==> config.mk <==
export PLATFORM = sky130hd
export DESIGN_NAME = fetch_unit
export DESIGN_NICKNAME = d
export VERILOG_FILES = /design/src/rtl/fetch_unit.sv
export SDC_FILE = /design/constraint.sdc
export NUM_CORES = 1
export LEC_CHECK = 0
export ABC_CLOCK_PERIOD_IN_PS = 4900
export BUFFER_PORTS_ARGS = -buffer_cell sky130_fd_sc_hd__buf_2
export CAP_MARGIN = 20
export CORE_MARGIN = 2
export CORE_UTILIZATION = 50
export DETAILED_ROUTE_END_ITERATION = 12
export MAX_ROUTING_LAYER = met4
export PLACE_DENSITY_LB_ADDON = 0.25
export REMOVE_ABC_BUFFERS = 1
export SLEW_MARGIN = 20
export SYNTH_ARGS = -nofsm -noshare
export SYNTH_HDL_FRONTEND = slang
export SYNTH_SLANG_ARGS = --single-unit
==> constraint.sdc <==
create_clock -name clock -period 4.9 [get_ports clock]
set_input_delay 0.735 -clock clock [delete_from_list [all_inputs] [get_ports clock]]
set_output_delay 0.735 -clock clock [all_outputs]
set_load 0.005 [all_outputs]
==> src/rtl/fetch_unit.sv <==
// Purpose     : generic synchronous FIFO with flush, used here as the fetch prefetch queue.
// Latency     : an entry pushed at edge N is at the head from cycle N+1; the head is a direct read.
// Backpressure: the caller never pushes when full nor pops when empty; flush outranks push/pop.
module fifo #(
    parameter int W     = 8,
    parameter int DEPTH = 4
) (
    input  logic                   clock,
    input  logic                   reset_n,
    input  logic                   flush,
    input  logic                   push_vld,
    input  logic [W-1:0]           push_dat,
    input  logic                   pop_rdy,
    output logic [W-1:0]           head_dat,
    output logic [$clog2(DEPTH):0] count
);
    localparam int AW = $clog2(DEPTH);

    logic [W-1:0]  mem [DEPTH];
    logic [AW-1:0] wr_ptr;
    logic [AW-1:0] rd_ptr;

    always_ff @(posedge clock) begin
        if (!reset_n || flush) begin
            wr_ptr <= '0;
            rd_ptr <= '0;
            count  <= '0;
        end else begin
            if (push_vld) wr_ptr <= wr_ptr + AW'(1);
            if (pop_rdy)  rd_ptr <= rd_ptr + AW'(1);
            case ({push_vld, pop_rdy})
                2'b10:   count <= count + (AW+1)'(1);
                2'b01:   count <= count - (AW+1)'(1);
                default: count <= count;
            endcase
        end
    end

    // Storage carries no reset: an entry is only observed once count covers it.
    always_ff @(posedge clock) begin
        if (push_vld && !flush) mem[wr_ptr] <= push_dat;
    end

    assign head_dat = mem[rd_ptr];
endmodule

// Purpose     : instruction-fetch front end: sequential imem requests, prefetch queue, redirect flush.
// Latency     : request accepted at N, response at N+L, inst_valid at N+L+1 (no response bypass).
// Backpressure: requests are only issued while queue entries plus live in-flight requests < QUEUE_DEPTH.
// Ports: clock/reset_n (sync, active-low); imem_req_* request channel; imem_resp_* in-order responses;
//        redirect_valid/redirect_pc flush and restart; inst_* decode handshake; queue_count occupancy.
module fetch_unit #(
    parameter int               XLEN         = 32,
    parameter logic [XLEN-1:0]  RESET_VECTOR = '0,
    parameter int               QUEUE_DEPTH  = 4
) (
    input  logic                           clock,
    input  logic                           reset_n,
    output logic                           imem_req_valid,
    input  logic                           imem_req_ready,
    output logic [XLEN-1:0]                imem_req_addr,
    input  logic                           imem_resp_valid,
    input  logic [31:0]                    imem_resp_data,
    input  logic                           redirect_valid,
    input  logic [XLEN-1:0]                redirect_pc,
    output logic                           inst_valid,
    input  logic                           inst_ready,
    output logic [31:0]                    inst_data,
    output logic [XLEN-1:0]                inst_pc,
    output logic [XLEN-1:0]                inst_pc_next,
    output logic [$clog2(QUEUE_DEPTH):0]   queue_count
);
    localparam int              CW      = $clog2(QUEUE_DEPTH) + 1;
    localparam logic [CW-1:0]   ONE     = CW'(1);
    localparam logic [CW-1:0]   DEPTH_C = CW'(QUEUE_DEPTH);
    localparam logic [CW:0]     DEPTH_W = (CW+1)'(QUEUE_DEPTH);
    localparam logic [XLEN-1:0] PC_STEP = XLEN'(4);

    typedef struct packed {
        logic [XLEN-1:0] pc;
        logic [31:0]     data;
    } entry_t;

    logic [XLEN-1:0] fetch_pc;
    logic [XLEN-1:0] resp_pc;
    logic [CW-1:0]   outstanding;
    logic [CW-1:0]   drop;
    logic [CW-1:0]   count;
    logic [CW:0]     credit_used;
    logic [XLEN-1:0] redirect_base;
    logic            req_fire;
    logic            resp_fire;
    logic            push;
    logic            pop;
    entry_t          push_entry;
    entry_t          head_entry;
    logic            redirect_lsb_unused;

    assign redirect_base       = {redirect_pc[XLEN-1:2], 2'b00};
    assign redirect_lsb_unused = ^redirect_pc[1:0];

    // A response with nothing outstanding is spurious and ignored outright.
    assign resp_fire = imem_resp_valid && (outstanding != '0);

    // Credit counts queued entries plus in-flight requests whose data will be kept;
    // drop never exceeds outstanding, so the subtraction cannot wrap.
    assign credit_used    = {1'b0, count} + {1'b0, outstanding - drop};
    assign imem_req_valid = reset_n && !redirect_valid &&
                            (credit_used < DEPTH_W) && (outstanding < DEPTH_C);
    assign imem_req_addr  = reset_n ? fetch_pc : RESET_VECTOR;
    assign req_fire       = imem_req_valid && imem_req_ready;

    assign push       = resp_fire && !redirect_valid && (drop == '0);
    assign push_entry = {resp_pc, imem_resp_data};
    assign inst_valid = reset_n && !redirect_valid && (count != '0);
    assign pop        = inst_valid && inst_ready;

    fifo #(
        .W     ($bits(entry_t)),
        .DEPTH (QUEUE_DEPTH)
    ) u_queue (
        .clock    (clock),
        .reset_n  (reset_n),
        .flush    (redirect_valid),
        .push_vld (push),
        .push_dat (push_entry),
        .pop_rdy  (pop),
        .head_dat (head_entry),
        .count    (count)
    );

    always_ff @(posedge clock) begin
        if (!reset_n) begin
            fetch_pc    <= RESET_VECTOR;
            resp_pc     <= RESET_VECTOR;
            outstanding <= '0;
            drop        <= '0;
        end else begin
            case ({req_fire, resp_fire})
                2'b10:   outstanding <= outstanding + ONE;
                2'b01:   outstanding <= outstanding - ONE;
                default: outstanding <= outstanding;
            endcase
            if (redirect_valid) begin
                fetch_pc <= redirect_base;
                resp_pc  <= redirect_base;
                // A response arriving alongside the redirect is already discarded here.
                drop     <= resp_fire ? outstanding - ONE : outstanding;
            end else begin
                if (req_fire) fetch_pc <= fetch_pc + PC_STEP;
                if (resp_fire) begin
                    if (drop != '0) drop <= drop - ONE;
                    else            resp_pc <= resp_pc + PC_STEP;
                end
            end
        end
    end

    assign inst_data    = reset_n ? head_entry.data : '0;
    assign inst_pc      = reset_n ? head_entry.pc   : '0;
    assign inst_pc_next = inst_pc + PC_STEP;
    assign queue_count  = reset_n ? count : '0;
endmodule
==> results summary <==
The flow ran to the end, and the final reports show no timing, DRC or antenna violations. The routed via count came out at between 9000 and 10000. The core region is 28600 um2. The x dimension of the die is 174 um.

The hold violation total from the final report was 0. The critical register-to-register path startpoint is outstanding[0]. The number of max-slew violations in the final report is 0. The initial core utilization is 50.7%. The path type of the worst min-delay path is input pin to flip-flop. The clock period could shrink to between 4000 and 5000 ps. The via count of the first global-routing pass was 9068. The number of CTS-inserted buffers came out at 35. The worst setup slack before clock tree synthesis came out at a little over 1000 ps.

The number of warnings printed during yosys synthesis came out at 0. The most common cell after layout, fill and taps aside is sky130_fd_sc_hd__edfxtp_1. Among all flip-flop cells after synthesis, the most frequent one is sky130_fd_sc_hd__edfxtp_1.

The multiplexer share of the synthesized area is about a tenth. The final cell utilization of the core came out at 58.9%. Summing the areas of all compound-gate instances in the mapped netlist gives 5.41% of the synthesized area. The sum of overflow across all layers after global routing is 0. The number of nets still failing antenna checks after routing came out at 0. The post-layout worst setup margin came out at 498 ps. The area enclosed by the die boundary is 30400 um2. The number of design-rule violations left by the first detailed-router iteration came out at 791. The deepest clock path buffer count came out at 3. The register-to-register path setup slack came out at about 1400 ps.

The DRC violations left is 0. Following the worst setup path forward leads to its endpoint at inst_pc_next[31]. The dominant combinational cell family by area after synthesis is simple AND/OR/NAND/NOR gates.

Clock-pin slew was measured on the worst setup and hold paths at 60 ps. The cell at the root of the clock tree is sky130_fd_sc_hd__clkbuf_16. The gate count after technology mapping is 1066. The total power density per cell area is 361 nW/um2. The global-route wire length before repair came out at 49400 um.

The insertion delay of the later-clocked pin in the worst-skew pair is 500 ps. The analysis attributes to cell leakage a power of 0.00601 uW. The maximum number of pins on one net before global-route repair came out at 73. In the finished design, the share of the clock period the worst path needs comes to 89.8%.

The number of endpoints failing setup at the final stage came out at 0. The count of input and output buffers is 194. The terminus of the critical flop-to-flop path is fetch_pc[16]. The worst setup path is launched from a flip-flop. Summing all multi-input logic gate instances after layout gives 5200 um2. The final routed wirelength across all metal layers came out at 31900 um. The vertical die dimension is approximately 170 um. In the final routed layout, each cell accounts on average for ~19 um.

The reported max-cap violation count is 0. The sequential element share of the synthesized area came out at 61.7%. The share of final-layout standard cells stronger than drive strength 1 came out at roughly 25%.

Once detailed placement completed, the half-perimeter wirelength came to 21100 um. In this run the core area contains 62 standard-cell rows. The worst path arrival time is 3670 ps. The post-synthesis async set-or-reset flop share is 0%.

For this run, the total global-route usage over all layers was measured as 21.4%. The layout filler cell count is 2292. The cell area after layout came out at between 15000 and 20000 um2.

The average vias per placed instance came out at between 5 and 6. The library cells used most frequently in the layout, excluding fill and tap cells, are 248 x sky130_fd_sc_hd__edfxtp_1, 193 x sky130_fd_sc_hd__buf_2, 99 x sky130_fd_sc_hd__and2_1. The layout net count came out at 1349. The number of top-level pins came out at 203. The adder and majority gate portion of the synthesized area came out at about 1.7%. The number of gates resized after CTS was 0.

CTS saw 323 sinks. The congestion estimate from routability-driven global placement came to 0.884. After Yosys synthesis, and, or, nand and nor cells account for 13.6% of the synthesized area.

Derived from the worst setup path, the maximum achievable clock frequency is 227 MHz. The H-tree generated during clock tree synthesis spans 2 levels. The final worst clock skew came out at 11.8 ps. The number of distinct library cells after synthesis came out at 60.

The first detailed-routing pass ran for 5 iterations. The finished layout holds 1670 standard cells, fillers aside. The post-placement cell count came out at 1607. The setup fix buffers added after clock tree synthesis came out at 0. Of all nets on the critical path, the largest fanout is 37. The kind of capture point of the worst setup path is a primary output. The area share of xor/xnor cells in the synthesized design came out at 4.71%. The number of antenna violations at the first check in global routing is 2.

The data required time at the worst endpoint is roughly 4200 ps. The mean cell area of the mapped netlist is between 10 and 15 um2. The number of buffers added to fix hold violations after cts is 0. The worst pin sits at a relative slew slack of 35.3%. The area growth from synthesis to final layout came out at 16.2%. The area of all sequential standard cells came out at around 9000 um2. The synthesized netlist occupies a cell area of about 15000 um2. By startpoint and endpoint, the worst setup path is classified as flip-flop to primary output. TritonCTS built the clock tree. The number of synthesized flops with an enable pin came out at ~250. The number of cells on the worst reg-to-reg path is 14. VDD sags by at most between 0.2 and 0.25 mV. The count of state elements after synthesis came out at around 320.

After detailed placement, the total cell area comes to 15800 um2. Setup repair after global routing left no endpoint under its margin. For the pin with the worst max-slew slack, the measured transition is 970 ps.
## critical path, stage by stage (launching register included)
cell	delay [ps]
sky130_fd_sc_hd__dfxtp_4	770
sky130_fd_sc_hd__nand2_2	290
sky130_fd_sc_hd__o22ai_2	390
sky130_fd_sc_hd__nand4_1	320
sky130_fd_sc_hd__nor4_1	690
sky130_fd_sc_hd__nand3_1	230
sky130_fd_sc_hd__xnor2_1	260
sky130_fd_sc_hd__buf_2	160
## cells in the mapped netlist (all sizes together) (2+ instances only)
cell type / n / area, um2
and4: 10 / 87.6
nand2b: 4 / 25.0
nor2: 57 / 214
a211oi: 7 / 52.6
and2: 99 / 619
or3: 8 / 50.1
nand2: 67 / 254
o211ai: 2 / 15.0
nor3: 13 / 80.1
clkbuf: 37 / 139
xor2: 34 / 298
or4: 4 / 33.8
fa: 2 / 40.0
a22oi: 3 / 22.5
edfxtp: 248 / 7450
mux2i: 15 / 150
dfxtp: 75 / 1500
nand4: 24 / 180
a21oi: 52 / 260
inv: 23 / 86.3
and3: 23 / 144
nand4b: 2 / 17.5
nor2b: 3 / 18.8
a2111oi: 2 / 18.8
o21ai: 42 / 210
xnor2: 44 / 385
buf: 21 / 164
mux4: 56 / 1320
o22ai: 5 / 56.3
nand3: 32 / 160
nor4: 8 / 56.3
a31oi: 13 / 81.3
ha: 17 / 213
## state kept, by name (all words and copies together) (netlist names), named ones only
signal / cells
u_queue.mem: 248
fetch_pc: 30
resp_pc: 30
drop: 3
outstanding: 3
u_queue.count: 3
u_queue.rd_ptr: 2
u_queue.wr_ptr: 2
## layout make-up
type / instances / area share (%)
Antenna cell: 2 / 0.0297
Clock buffer: 42 / 5.35
Clock inverter: 19 / 0.786
Inverter: 24 / 0.534
Multi-Input combinational cell: 666 / 30.8
Sequential cell: 323 / 53.1
Tap cell: 384 / 2.85
Timing Repair Buffer: 210 / 6.56
## report_power, final
| part | internal, uW | switching, uW | leakage (uW) |
|---|---|---|---|
| sequential | 3050 | 83.8 | 0.00287 |
| clock | 1370 | 1010 | 0.000494 |
| combinational | 249 | 326 | 0.00264 |
| total | 4670 | 1420 | 0.00601 |
## metrics by stage
step / total power [uW] / setup TNS [ps] / hold slack (ps)
2_1_floorplan: 3530 / -388 / 454
3_3_place_gp: 3750 / 0 / 492
3_5_place_dp: 3770 / 0 / 502
4_1_cts: 6160 / 0 / 430
5_1_grt: 6330 / 0 / 447
6_report: 6100 / 0 / 454
## metal layers
layer / global-route usage (%) / wire length, um / vias up
met4: 6.44 / 842 / 0
met1: 28.7 / 13800 / 4496
met2: 34.2 / 15000 / 370
li1: - / - / 4378
met3: 3.17 / 2270 / 64
met5: - / 0 / -
## cell families (layout without fill, tap and decap cells)
kind of cell             Yosys count  in the layout
multiplexers                      72             72
buffers and inverters             82            295
flip-flops                       323            323
AND/OR/NAND/NOR                  357            357
AO/OA/AOI/OAI                    134            134
XOR/XNOR                          78             78
adder cells (fa/ha/maj)           19             19
other                              1              8
## how the worst min path moves through the flow
stage                    endpoint  slack (ps)                from  cells after the start
4_1_cts        u_queue.mem[1][10]         430  imem_resp_data[10]                      1
2_1_floorplan        fetch_pc[28]         450        fetch_pc[28]                      2
5_1_grt         u_queue.mem[2][4]         450   imem_resp_data[4]                      1
6_report       u_queue.mem[0][17]         450  imem_resp_data[17]                      1
3_5_place_dp         fetch_pc[28]         500        fetch_pc[28]                      2
3_3_place_gp         fetch_pc[28]         490        fetch_pc[28]                      2
No activity file was read; power rests on OpenSTA's default activity.
